File: src/rtl/inst_loader.sv
// Boot loader: assembles a little-endian byte stream (length header, then words) into instruction RAM writes.
// Latency: is_write is registered, one cycle after the 4th byte of a word; sustains one word per 4 byte cycles.
// Backpressure: byte_ready is high only in HDR/LOAD(/CHK); byte_valid gaps of any length hold partial state.
// Optional feature: define INST_LOADER_CHECKSUM_EN to read a trailing 32-bit sum of the data words.
module inst_loader #(
    parameter int unsigned     W           = 32,
    parameter int unsigned     DEPTH_WORDS = 2048,
    parameter logic [W-1:0]    BASE_ADDR   = '0
) (
    input  logic         clk,
    input  logic         rst_n,
    input  logic         start,
    input  logic         byte_valid,
    input  logic [7:0]   byte_data,
    output logic         byte_ready,
    output logic         is_write,
    output logic [W-1:0] im_addr,
    output logic [W-1:0] im_inst,
    output logic         core_hold,
    output logic         busy,
    output logic         done,
    output logic         err,
    output logic [W-1:0] word_cnt
);

    localparam logic [W-1:0] DEPTH_W = W'(DEPTH_WORDS);

`ifdef INST_LOADER_CHECKSUM_EN
    typedef enum logic [2:0] {IDLE, HDR, LOAD, CHK, DONE, ERR} state_t;
`else
    typedef enum logic [2:0] {IDLE, HDR, LOAD, DONE, ERR} state_t;
`endif

    state_t       state_q, state_d;
    logic [1:0]   idx_q, idx_d;
    logic [W-1:0] asm_q, asm_d;
    logic [W-1:0] len_q, len_d;
    logic [W-1:0] addr_q, addr_d;
    logic [W-1:0] inst_q, inst_d;
    logic [W-1:0] cnt_q, cnt_d;
    logic         wr_q, wr_d;
    logic         hold_q, hold_d;
    logic         busy_q, busy_d;
    logic         done_q, done_d;
    logic         err_q, err_d;
`ifdef INST_LOADER_CHECKSUM_EN
    logic [W-1:0] sum_q, sum_d;
`endif

    logic xfer;
    logic [W-1:0] shifted;

    // Ready is a pure function of state so the host sees it without extra latency.
`ifdef INST_LOADER_CHECKSUM_EN
    assign byte_ready = (state_q == HDR) || (state_q == LOAD) || (state_q == CHK);
`else
    assign byte_ready = (state_q == HDR) || (state_q == LOAD);
`endif
    assign xfer    = byte_valid & byte_ready;
    assign shifted = {byte_data, asm_q[W-1:8]};

    // Next-state and datapath: bytes shift in LSB first; the 4th byte completes a field.
    always_comb begin
        state_d = state_q;
        idx_d   = idx_q;
        asm_d   = asm_q;
        len_d   = len_q;
        addr_d  = addr_q;
        inst_d  = inst_q;
        cnt_d   = cnt_q;
        wr_d    = 1'b0;
        hold_d  = hold_q;
        busy_d  = busy_q;
        done_d  = done_q;
        err_d   = err_q;
`ifdef INST_LOADER_CHECKSUM_EN
        sum_d   = sum_q;
`endif
        case (state_q)
            IDLE: begin
                if (start) begin
                    state_d = HDR;
                    done_d  = 1'b0;
                    err_d   = 1'b0;
                    cnt_d   = '0;
                    hold_d  = 1'b1;
                    busy_d  = 1'b1;
                    idx_d   = '0;
`ifdef INST_LOADER_CHECKSUM_EN
                    sum_d   = '0;
`endif
                end
            end
            HDR: begin
                if (xfer) begin
                    asm_d = shifted;
                    idx_d = idx_q + 2'd1;
                    if (idx_q == 2'd3) begin
                        len_d = shifted;
                        if (shifted == '0) begin
`ifdef INST_LOADER_CHECKSUM_EN
                            state_d = CHK;
`else
                            state_d = DONE;
`endif
                        end else if (shifted > DEPTH_W) begin
                            state_d = ERR;
                        end else begin
                            state_d = LOAD;
                        end
                    end
                end
            end
            LOAD: begin
                if (xfer) begin
                    asm_d = shifted;
                    idx_d = idx_q + 2'd1;
                    if (idx_q == 2'd3) begin
                        wr_d   = 1'b1;
                        inst_d = shifted;
                        addr_d = BASE_ADDR + {cnt_q[W-3:0], 2'b00};
                        cnt_d  = cnt_q + W'(1);
`ifdef INST_LOADER_CHECKSUM_EN
                        sum_d  = sum_q + shifted;
                        if (cnt_d == len_q) state_d = CHK;
`else
                        if (cnt_d == len_q) state_d = DONE;
`endif
                    end
                end
            end
`ifdef INST_LOADER_CHECKSUM_EN
            CHK: begin
                if (xfer) begin
                    asm_d = shifted;
                    idx_d = idx_q + 2'd1;
                    if (idx_q == 2'd3) state_d = (shifted == sum_q) ? DONE : ERR;
                end
            end
`endif
            DONE:    state_d = IDLE;
            ERR:     state_d = IDLE;
            default: state_d = IDLE;
        endcase
        // Session end: release the core and set the sticky status flag on entry.
        if (state_d == DONE && state_q != DONE) begin
            done_d = 1'b1;
            busy_d = 1'b0;
            hold_d = 1'b0;
        end
        if (state_d == ERR && state_q != ERR) begin
            err_d  = 1'b1;
            busy_d = 1'b0;
            hold_d = 1'b0;
        end
    end

    // State and datapath registers; reset abandons any session in flight.
    always_ff @(posedge clk or negedge rst_n) begin
        if (!rst_n) begin
            state_q <= IDLE;
            idx_q   <= '0;
            asm_q   <= '0;
            len_q   <= '0;
            addr_q  <= BASE_ADDR;
            inst_q  <= '0;
            cnt_q   <= '0;
            wr_q    <= 1'b0;
            hold_q  <= 1'b0;
            busy_q  <= 1'b0;
            done_q  <= 1'b0;
            err_q   <= 1'b0;
`ifdef INST_LOADER_CHECKSUM_EN
            sum_q   <= '0;
`endif
        end else begin
            state_q <= state_d;
            idx_q   <= idx_d;
            asm_q   <= asm_d;
            len_q   <= len_d;
            addr_q  <= addr_d;
            inst_q  <= inst_d;
            cnt_q   <= cnt_d;
            wr_q    <= wr_d;
            hold_q  <= hold_d;
            busy_q  <= busy_d;
            done_q  <= done_d;
            err_q   <= err_d;
`ifdef INST_LOADER_CHECKSUM_EN
            sum_q   <= sum_d;
`endif
        end
    end

    assign is_write  = wr_q;
    assign im_addr   = addr_q;
    assign im_inst   = inst_q;
    assign core_hold = hold_q;
    assign busy      = busy_q;
    assign done      = done_q;
    assign err       = err_q;
    assign word_cnt  = cnt_q;

endmodule

File: config.mk
export PLATFORM = sky130hd
export DESIGN_NAME = inst_loader
export DESIGN_NICKNAME = d
export VERILOG_FILES = /design/src/rtl/inst_loader.sv
export SDC_FILE = /design/constraint.sdc
export NUM_CORES = 1
export LEC_CHECK = 0
export CAP_MARGIN = 0
export CORE_ASPECT_RATIO = 0.7
export CORE_MARGIN = 2
export CORE_UTILIZATION = 45
export DETAILED_ROUTE_END_ITERATION = 10
export PLACE_DENSITY = 0.74
export SLEW_MARGIN = 20
export SYNTH_ARGS = -nofsm -noshare
export SYNTH_HDL_FRONTEND = slang
export SYNTH_SLANG_ARGS = --single-unit
File: constraint.sdc
create_clock -name clk -period 5.25 [get_ports clk]
set_clock_uncertainty 0.05 [all_clocks]
set_input_delay 0.7875 -clock clk [delete_from_list [all_inputs] [get_ports clk]]
set_output_delay 0.7875 -clock clk [all_outputs]
set_load 0.01 [all_outputs]
==> results of run 1 <==
state kept, by name, summed over array words and instances, names as in the netlist:
name      count
asm_q        24
busy          1
done          1
err           1
idx_q         2
im_addr      30
im_inst      32
is_write      1
len_q        32
state_q       3
word_cnt     32
per-layer routing:
layer | routed length (µm) | share of wire
met1 | 9950 | 0.49
met2 | 8440 | 0.42
met4 | 204 | 0.010
met3 | 1580 | 0.078
met5 | 0 | 0
power groups by stage:
stage	Clock, mW	Combinational [mW]	Sequential [mW]
floorplan	0	0.569	1.62
global placement	0	0.716	1.74
detailed placement	0	0.737	1.74
CTS	1.23	0.743	1.72
global route	1.28	0.827	1.75
finish	1.22	0.747	1.73
metrics by stage:
step | hold WS, ns | utilization | cell area, µm²
floorplan | 0.424 | - | 7560
global placement | 0.407 | 0.537 | 8800
detailed placement | 0.412 | 0.537 | 8800
CTS | 0.428 | 0.572 | 9370
global route | 0.445 | 0.572 | 9370
finish | 0.399 | 0.572 | 9370
cell usage in the layout, fill, tap and decap left out, types with 3 or more instances in the layout:
cell type / synthesis / final
nand3_1: 18 / 18
and3_1: 7 / 7
dfrtp_1: 159 / 159
nand2_1: 293 / 293
xnor2_1: 34 / 34
o31ai_1: 10 / 10
o21ai_0: 51 / 51
clkinvlp_4: 0 / 5
nor2_1: 38 / 37
a31oi_1: 8 / 8
nor2b_1: 3 / 3
and2_1: 3 / 3
nor3_1: 10 / 10
mux2_2: 33 / 33
buf_4: 3 / 6
xor2_1: 15 / 15
inv_1: 7 / 6
clkbuf_16: 0 / 17
or4_1: 4 / 4
a22o_1: 4 / 4
and4_1: 4 / 4
nand4_1: 7 / 7
nor4_1: 12 / 12
o41ai_1: 4 / 4
inv_6: 0 / 3
a21oi_1: 10 / 10
clkdlybuf4s50_1: 0 / 110
nand2b_1: 6 / 6
o22ai_1: 4 / 4
worst paths after layout:
path                        startpoint           end  slack [ns]  cells after the start
max                        word_cnt[0]          busy        1.19                      9
min                              rst_n    im_inst[0]        0.40                      1
max reg2reg                word_cnt[0]          busy        1.19                      9
min reg2reg                 im_inst[0]    im_inst[0]        0.42                      2
max in group asynchronous        rst_n  word_cnt[30]        3.74                      2
min in group clk            im_inst[0]    im_inst[0]        0.42                      2
logic make-up after synthesis:
group                      Yosys count
DFF                                159
buffers and inverters               57
muxes                               35
other                                1
and+or+nand+nor                    419
AOI/OAI and AO/OA                  108
xor gates and xnor gates            49
adders and majority gates            2
area by class of cell:
type	instances	area, µm²	share of cell area
sequential	159	3980	0.425
multi-input combinational	615	3360	0.358
timing repair buffer	117	1160	0.123
clock buffer	18	439	0.0469
tap	225	282	0.0300
clock inverter	14	133	0.0142
inverter	7	26.3	0.00280
worst register-to-register path, cell delays in order (launching register included):
cell and delay (ns):
dfrtp_1 0.53, ha_1 0.34, nand3_1 0.44, nor4_2 0.59
and3_1 0.31, and3_1 0.23, xnor2_1 0.11, or4_1 0.56
o41ai_1 0.68, nor3_1 0.08
==> results.sh, run 1 <==
export IMPL_overflow=0
export IMPL_synth_area_leaders="dfrtp_1 53%, nand2_1 15%, mux2_2 4.9%"
export IMPL_grt_start_max_net_pins=102
export IMPL_cp_slowest_stage_delay_ns=0.68
export IMPL_critPathMaxFanout=9
export IMPL_status="finished clean"
export IMPL_synth_top_cell_area_share=0.526
export IMPL_cts_resized=0
export IMPL_cts_root_buf="clkbuf_16"
export IMPL_yosys_area_share_simple=0.241
export IMPL_top_usage_layer="met1"
export IMPL_first_global_vias=5892
export IMPL_critPathRequiredTime_ns=5.48
export IMPL_synth_edff_count=0
export IMPL_dieArea_um2=17900
export IMPL_synth_xor_area_share=0.0568
export IMPL_switching_share=0.327
export IMPL_syn_instance_count=830
export IMPL_crit_buf_inv=0
export IMPL_post_synth_top_count_cell="nand2_1"
export IMPL_synth_seq_cells=159
export IMPL_drc=0
export IMPL_critPathLaunchType="flip-flop"
export IMPL_diodes=0
export IMPL_clk_path_buf_depth=2
export IMPL_clock_sinks=159
export IMPL_tritoncts="yes"
export IMPL_die_w_um=159
export IMPL_first_iter_violations=664
export IMPL_crit_type="reg -> reg"
export IMPL_syn2layout_area_growth_pct=24.0
export IMPL_coreArea_um2=16400
export IMPL_synth_top_family_by_area="simple AND/OR/NAND/NOR gates"
export IMPL_numCtsBuffers=17
export IMPL_grt_met3_usage=0.0547
export IMPL_portBuffers=111
export IMPL_num_rows=39
export IMPL_wirelength_um=20200
export IMPL_max_cap_viol_count=0
export IMPL_synth_commonest_cells="293 x nand2_1, 159 x dfrtp_1, 51 x o21ai_0, 40 x clkbuf_1, 38 x nor2_1"
export IMPL_p_clk_frac=0.330
export IMPL_crit_path_frequent_cell="and3_1"
export IMPL_clock_fmax_ghz=0.246
export IMPL_h_tree_depth=4
export IMPL_vias_per_cell=5.50
export IMPL_rsz0062_at_grt="false"
export IMPL_routabilityCongestion=0.913
export IMPL_synth_warnings=0
export IMPL_setup_violations=0
export IMPL_vdd_drop_max_v=0.000214
export IMPL_synthArstFlopShare=1.00
export IMPL_synth_area_um2=7560
export IMPL_antenna_found_initial=0
export IMPL_synth_fa_ha_area_frac=0.00331
export IMPL_p_per_area_nw_per_um2=394
export IMPL_tightest_slew_ns=1.10
export IMPL_synthFlopType="dfrtp_1"
export IMPL_ctsHoldBuffers=0
export IMPL_crit_path_end_kind="flip-flop"
export IMPL_synth_compound_area_frac=0.0894
export IMPL_total_power_mw=3.69
export IMPL_clkTransAtPathRegs_ns=0.07
export IMPL_maxSlewHeadroom=0.263
export IMPL_use_met1=0.353
export IMPL_internal_power_mw=2.48
export IMPL_grt_pass1_wl_um=32200
export IMPL_wl_per_cell_um=17.5
export IMPL_worstPathArrival_ns=4.29
export IMPL_combPwrFrac=0.202
export IMPL_finalNonFillerCells=1155
export IMPL_p_seq_frac=0.468
export IMPL_holdCritPathClass="in -> async"
export IMPL_finalHoldViolCount=0
export IMPL_ios=114
export IMPL_p_leak_nw=4.33
export IMPL_p_sw_mw=1.20
export IMPL_finalCritPeriodShare=0.774
export IMPL_period_needed_ns=4.06
export IMPL_yosys_area_top_type="dfrtp_1"
export IMPL_drtAntennaViolNets=0
export IMPL_synthDistinctLibCells=55
export IMPL_num_vias=6358
export IMPL_postCtsSetupBuffers=0
export IMPL_placed_cells=1123
export IMPL_grt_usage=0.228
export IMPL_nNetsFinal=931
export IMPL_crit_slowest_cell="o41ai_1"
export IMPL_syn_area_per_cell_um2=9.11
export IMPL_crit_chain="ha_1 > nand3_1 > nor4_2 > and3_1 > and3_1 > xnor2_1 > or4_1 > o41ai_1 > nor3_1"
export IMPL_setup_ws_ns=1.19
export IMPL_dp_slack_ns=1.42
export IMPL_drt_pass1_iterations=5
export IMPL_fp_dieH_um=112
export IMPL_slew_violations=0
export IMPL_synth_area_mux_share=0.0518
export IMPL_tns_ns=0
export IMPL_fillers=1446
export IMPL_start_util=0.461
export IMPL_layout_drive_gt1_share=0.0914
export IMPL_clock_latency_ns=0.43
export IMPL_hpwlAfterDp_um=13600
export IMPL_crit_family="simple AND/OR/NAND/NOR gates"
export IMPL_ys_seq_area_frac=0.526
export IMPL_grt_use_met2=0.324
(Power assumes the default switching activity.)
==> run 2, diff against run 1 <==
==> constraint.sdc (replaced) <==
create_clock -name clk -period 4.1 [get_ports clk]
set_clock_uncertainty 0.05 [all_clocks]
set_input_delay 0.615 -clock clk [delete_from_list [all_inputs] [get_ports clk]]
set_output_delay 0.615 -clock clk [all_outputs]
set_load 0.01 [all_outputs]
==> results.sh, run 2 (same netlist as run 1, synthesis figures left out) <==
export IMPL_status="finished clean"
export IMPL_critPathMaxFanout=9
export IMPL_grt_usage=0.231
export IMPL_clock_fmax_ghz=0.267
export IMPL_reg2reg_depth=10
export IMPL_grt_start_max_net_pins=85
export IMPL_dp_slack_ns=0.432
export IMPL_nNetsFinal=938
export IMPL_dpl_cell_area_um2=8860
export IMPL_period_needed_ns=3.74
export IMPL_total_power_mw=4.69
export IMPL_crit_slowest_cell="or4_1"
export IMPL_maxSlewHeadroom=0.414
export IMPL_drt_pass1_iterations=5
export IMPL_rrSetupSlack_ns=0.36
export IMPL_dieArea_um2=17900
export IMPL_ctsHoldBuffers=0
export IMPL_critPathLaunchType="flip-flop"
export IMPL_ios=114
export IMPL_holdCritPathClass="in -> async"
export IMPL_coreArea_um2=16400
export IMPL_clkTransAtPathRegs_ns=0.07
export IMPL_cp_slowest_stage_delay_ns=0.55
export IMPL_wirelength_um=20000
export IMPL_num_rows=39
export IMPL_grt_met3_usage=0.0621
export IMPL_clock_latency_ns=0.43
export IMPL_crit_end="busy"
export IMPL_top_usage_layer="met1"
export IMPL_wl_per_cell_um=17.2
export IMPL_layout_drive_gt1_share=0.0993
export IMPL_first_iter_violations=541
export IMPL_holdWs_ns=0.190
export IMPL_crit_chain="ha_1 > nand3_1 > nor4_2 > and3_1 > and3_1 > xnor2_1 > or4_1 > o41ai_1 > buf_4 > nor3_1"
export IMPL_use_met1=0.344
export IMPL_numCtsBuffers=17
export IMPL_overflow=0
export IMPL_r2r_end="busy"
export IMPL_diodes=0
export IMPL_reg2reg_from="word_cnt[1]"
export IMPL_die_w_um=159
export IMPL_postCtsSetupBuffers=0
export IMPL_routabilityCongestion=0.896
export IMPL_finalHoldViolCount=0
export IMPL_cts_resized=0
export IMPL_crit_path_end_kind="flip-flop"
export IMPL_tritoncts="yes"
export IMPL_slew_violations=0
export IMPL_portBuffers=111
export IMPL_num_vias=6309
export IMPL_clock_sinks=159
export IMPL_h_tree_depth=4
export IMPL_max_cap_viol_count=0
export IMPL_layout_commonest_cell="nand2_1"
export IMPL_critPathRequiredTime_ns=4.37
export IMPL_finalCritPeriodShare=0.913
export IMPL_p_leak_nw=4.38
export IMPL_setup_ws_ns=0.355
export IMPL_fp_dieH_um=112
export IMPL_grt_use_met2=0.334
export IMPL_mostFrequentLayoutCells="292 x nand2_1, 159 x dfrtp_1, 110 x clkdlybuf4s50_1"
export IMPL_startpoint="word_cnt[1]"
export IMPL_first_global_vias=5967
export IMPL_setup_violations=0
export IMPL_vdd_drop_max_v=0.000257
export IMPL_tightest_slew_ns=0.873
export IMPL_worstPathArrival_ns=4.01
export IMPL_crit_type="reg -> reg"
export IMPL_tns_ns=0
export IMPL_clk_path_buf_depth=2
export IMPL_syn2layout_area_growth_pct=24.9
export IMPL_antenna_found_initial=0
export IMPL_hpwlAfterDp_um=13700
export IMPL_p_per_area_nw_per_um2=497
export IMPL_crit_path_frequent_cell="and3_1"
export IMPL_fin_area_um2=9440
export IMPL_start_util=0.461
export IMPL_vias_per_cell=5.43
export IMPL_drc=0
export IMPL_rsz0062_at_grt="false"
export IMPL_cts_root_buf="clkbuf_16"
export IMPL_drtAntennaViolNets=0
export IMPL_grt_pass1_wl_um=32400
-- run 2: cell count changes in the layout (fill, tap and decap cells not counted) --
| cell | before | now |
|---|---|---|
| buf_4 | 6 | 12 |
| buf_12 | 0 | 1 |
| clkinv_4 | 2 | 3 |
| clkinvlp_4 | 5 | 4 |
| inv_6 | 3 | 4 |
| inv_8 | 1 | 0 |
| nand2_1 | 293 | 292 |
| nand2_2 | 0 | 1 |
-- run 2: metrics by stage --
step | instances | utilization
floorplan | 831 | -
global placement | 1130 | 0.541
detailed placement | 1130 | 0.541
CTS | 1162 | 0.575
global route | 1162 | 0.576
finish | 1162 | 0.576
-- run 2: routing by layer --
metal / up-vias / routed length [µm] / share of wire
li1: 2977 / - / -
met1: 3064 / 9320 / 0.47
met2: 250 / 8730 / 0.44
met3: 18 / 1720 / 0.086
met4: 0 / 238 / 0.012
met5: - / 0 / 0
-- run 2: final cells by class --
cell class              count  area [µm²]
repair buffers            124        1220
flip-flops and latches    159        3980
clock inverters            14         131
inverters                   7        26.3
well taps                 225         282
multi-input cells         615        3360
clock buffers              18         439
fillers                  1488        6960
-- run 2: worst min-delay path by stage --
| stage | end | slack [ns] | cells past startpoint |
|---|---|---|---|
| final | im_inst[5] | 0.19 | 1 |
| after global placement | im_addr[7] | 0.41 | 2 |
| after floorplan | asm_q[10] | 0.27 | 0 |
| after global routing | im_inst[0] | 0.26 | 1 |
| after CTS | len_q[2] | 0.22 | 1 |
| after detailed placement | im_inst[30] | 0.41 | 2 |
-- run 2: worst max-delay path, delay by kind of cell (launching register included) --
family / cells / cell delay, ns
AOI/OAI and AO/OA: 1 / 0.45
xor gates and xnor gates: 1 / 0.10
adders and majority gates: 1 / 0.32
buffers and inverters: 1 / 0.20
DFF: 1 / 0.45
and+or+nand+nor: 6 / 2.06
-- run 2: power breakdown --
group	leakage [nW]	internal, mW	switching (mW)
clock	0.270	0.859	0.683
sequential	2.14	1.85	0.354
combinational	1.97	0.478	0.470
total	4.38	3.18	1.51
==> run 3, diff against run 2 <==
--- a/config.mk
+++ b/config.mk
@@ -8,9 +8,9 @@
 export CAP_MARGIN = 0
 export CORE_ASPECT_RATIO = 0.7
 export CORE_MARGIN = 2
-export CORE_UTILIZATION = 45
+export CORE_UTILIZATION = 54
 export DETAILED_ROUTE_END_ITERATION = 10
-export PLACE_DENSITY = 0.74
+export PLACE_DENSITY = 0.86
 export SLEW_MARGIN = 20
 export SYNTH_ARGS = -nofsm -noshare
 export SYNTH_HDL_FRONTEND = slang
==> results.sh, run 3 (same netlist as run 1, synthesis figures left out) <==
export IMPL_dieArea_um2=15000
export IMPL_maxSlewHeadroom=0.258
export IMPL_placed_cells=1094
export IMPL_diodes=0
export IMPL_critPathMaxFanout=9
export IMPL_worstPathArrival_ns=3.93
export IMPL_crit_type="reg -> reg"
export IMPL_drt_pass1_iterations=6
export IMPL_tns_ns=0
export IMPL_tritoncts="yes"
export IMPL_crit_path_frequent_cell="and3_1"
export IMPL_wirelength_um=20300
export IMPL_max_cap_viol_count=0
export IMPL_coreArea_um2=13800
export IMPL_overflow=0
export IMPL_cp_slowest_stage_delay_ns=0.57
export IMPL_period_needed_ns=3.70
export IMPL_cts_root_buf="clkbuf_16"
export IMPL_fp_dieH_um=103
export IMPL_grt_start_max_net_pins=102
export IMPL_critPathRequiredTime_ns=4.33
export IMPL_portBuffers=111
export IMPL_ios=114
export IMPL_drc=0
export IMPL_wl_per_cell_um=18.1
export IMPL_num_vias=6492
export IMPL_crit_slowest_cell="nor4_2"
export IMPL_crit_family="simple AND/OR/NAND/NOR gates"
export IMPL_setup_violations=0
export IMPL_routabilityCongestion=0.905
export IMPL_clock_sinks=159
export IMPL_status="finished clean"
export IMPL_crit_buf_inv=0
export IMPL_layout_drive_gt1_share=0.0889
export IMPL_clk_path_buf_depth=2
export IMPL_grt_pass1_wl_um=33300
export IMPL_finalCritPeriodShare=0.901
export IMPL_numCtsBuffers=17
export IMPL_mostFrequentLayoutCells="293 x nand2_1, 159 x dfrtp_1, 110 x clkdlybuf4s50_1"
export IMPL_finalNonFillerCells=1124
export IMPL_grt_usage=0.284
export IMPL_postCtsSetupBuffers=0
export IMPL_p_leak_nw=4.35
export IMPL_first_global_vias=6304
export IMPL_start_util=0.548
export IMPL_tightest_slew_ns=1.11
export IMPL_hpwlAfterDp_um=13700
export IMPL_clkTransAtPathRegs_ns=0.06
export IMPL_antenna_found_initial=0
export IMPL_vias_per_cell=5.78
export IMPL_ctsHoldBuffers=0
export IMPL_h_tree_depth=4
export IMPL_critPathLaunchType="flip-flop"
export IMPL_holdCritPathClass="in -> async"
export IMPL_clock_latency_ns=0.42
export IMPL_drtAntennaViolNets=0
export IMPL_crit_chain="ha_1 > nand3_1 > nor4_2 > and3_1 > and3_1 > xnor2_1 > or4_1 > o41ai_1 > nor3_1"
export IMPL_vdd_drop_max_v=0.000400
export IMPL_cts_resized=0
export IMPL_p_per_area_nw_per_um2=497
export IMPL_die_w_um=145
export IMPL_layout_commonest_cell="nand2_1"
export IMPL_clock_fmax_ghz=0.271
export IMPL_rsz0062_at_grt="false"
export IMPL_nNetsFinal=937
export IMPL_finalHoldViolCount=0
export IMPL_num_rows=36
export IMPL_crit_path_end_kind="flip-flop"
export IMPL_syn2layout_area_growth_pct=23.4
export IMPL_slew_violations=0
export IMPL_first_iter_violations=619
[run 3: cell count changes in the layout (fill, tap and decap cells not counted), moves of 2 or more]
cell / change
clkinv_2: +2
inv_6: -4
clkbuf_1: +6
clkinvlp_4: -3
clkinv_4: -2
[run 3: routing by layer]
layer	GRT usage	up-vias	routed length, µm
met4	0.0845	0	338
met1	0.396	3152	8850
met5	0	-	0
met2	0.433	342	9120
met3	0.0889	32	2040
li1	-	2966	-
[run 3: final cells by class]
class	count	area, µm²
multi-input combinational	615	3360
timing repair buffer	123	1210
inverter	7	26.3
sequential	159	3980
clock inverter	7	66.3
fill	1091	4460
clock buffer	23	448
tap	190	238
[run 3: where the power goes]
| part | switching [mW] | leakage (nW) | internal, mW |
|---|---|---|---|
| clock | 0.614 | 0.251 | 0.825 |
| sequential | 0.370 | 2.14 | 1.85 |
| combinational | 0.497 | 1.97 | 0.479 |
| total | 1.48 | 4.35 | 3.15 |
[run 3: worst paths after layout]
kind / from / endpoint / slack, ns / cells past startpoint
min in group clk: im_inst[0] / im_inst[0] / 0.42 / 2
max in group asynchronous: rst_n / im_addr[31] / 3.06 / 2
worst max-delay path: word_cnt[0] / busy / 0.40 / 9
worst max register to register: word_cnt[0] / busy / 0.40 / 9
worst min-delay path: rst_n / im_inst[7] / 0.15 / 1
worst min register to register: im_inst[0] / im_inst[0] / 0.42 / 2
[run 3: stage by stage]
stage               total power [mW]  hold WS (ns)  utilization  instance area (µm²)  setup slack, ns
floorplan                       2.81         0.269            -                 7560            0.841
global placement                3.13         0.407        0.639                 8810            0.668
detailed placement              3.19         0.411        0.639                 8810            0.480
CTS                             4.63         0.169        0.677                 9330            0.464
global route                    4.86         0.186        0.677                 9330            0.136
finish                          4.63         0.147        0.677                 9330            0.404
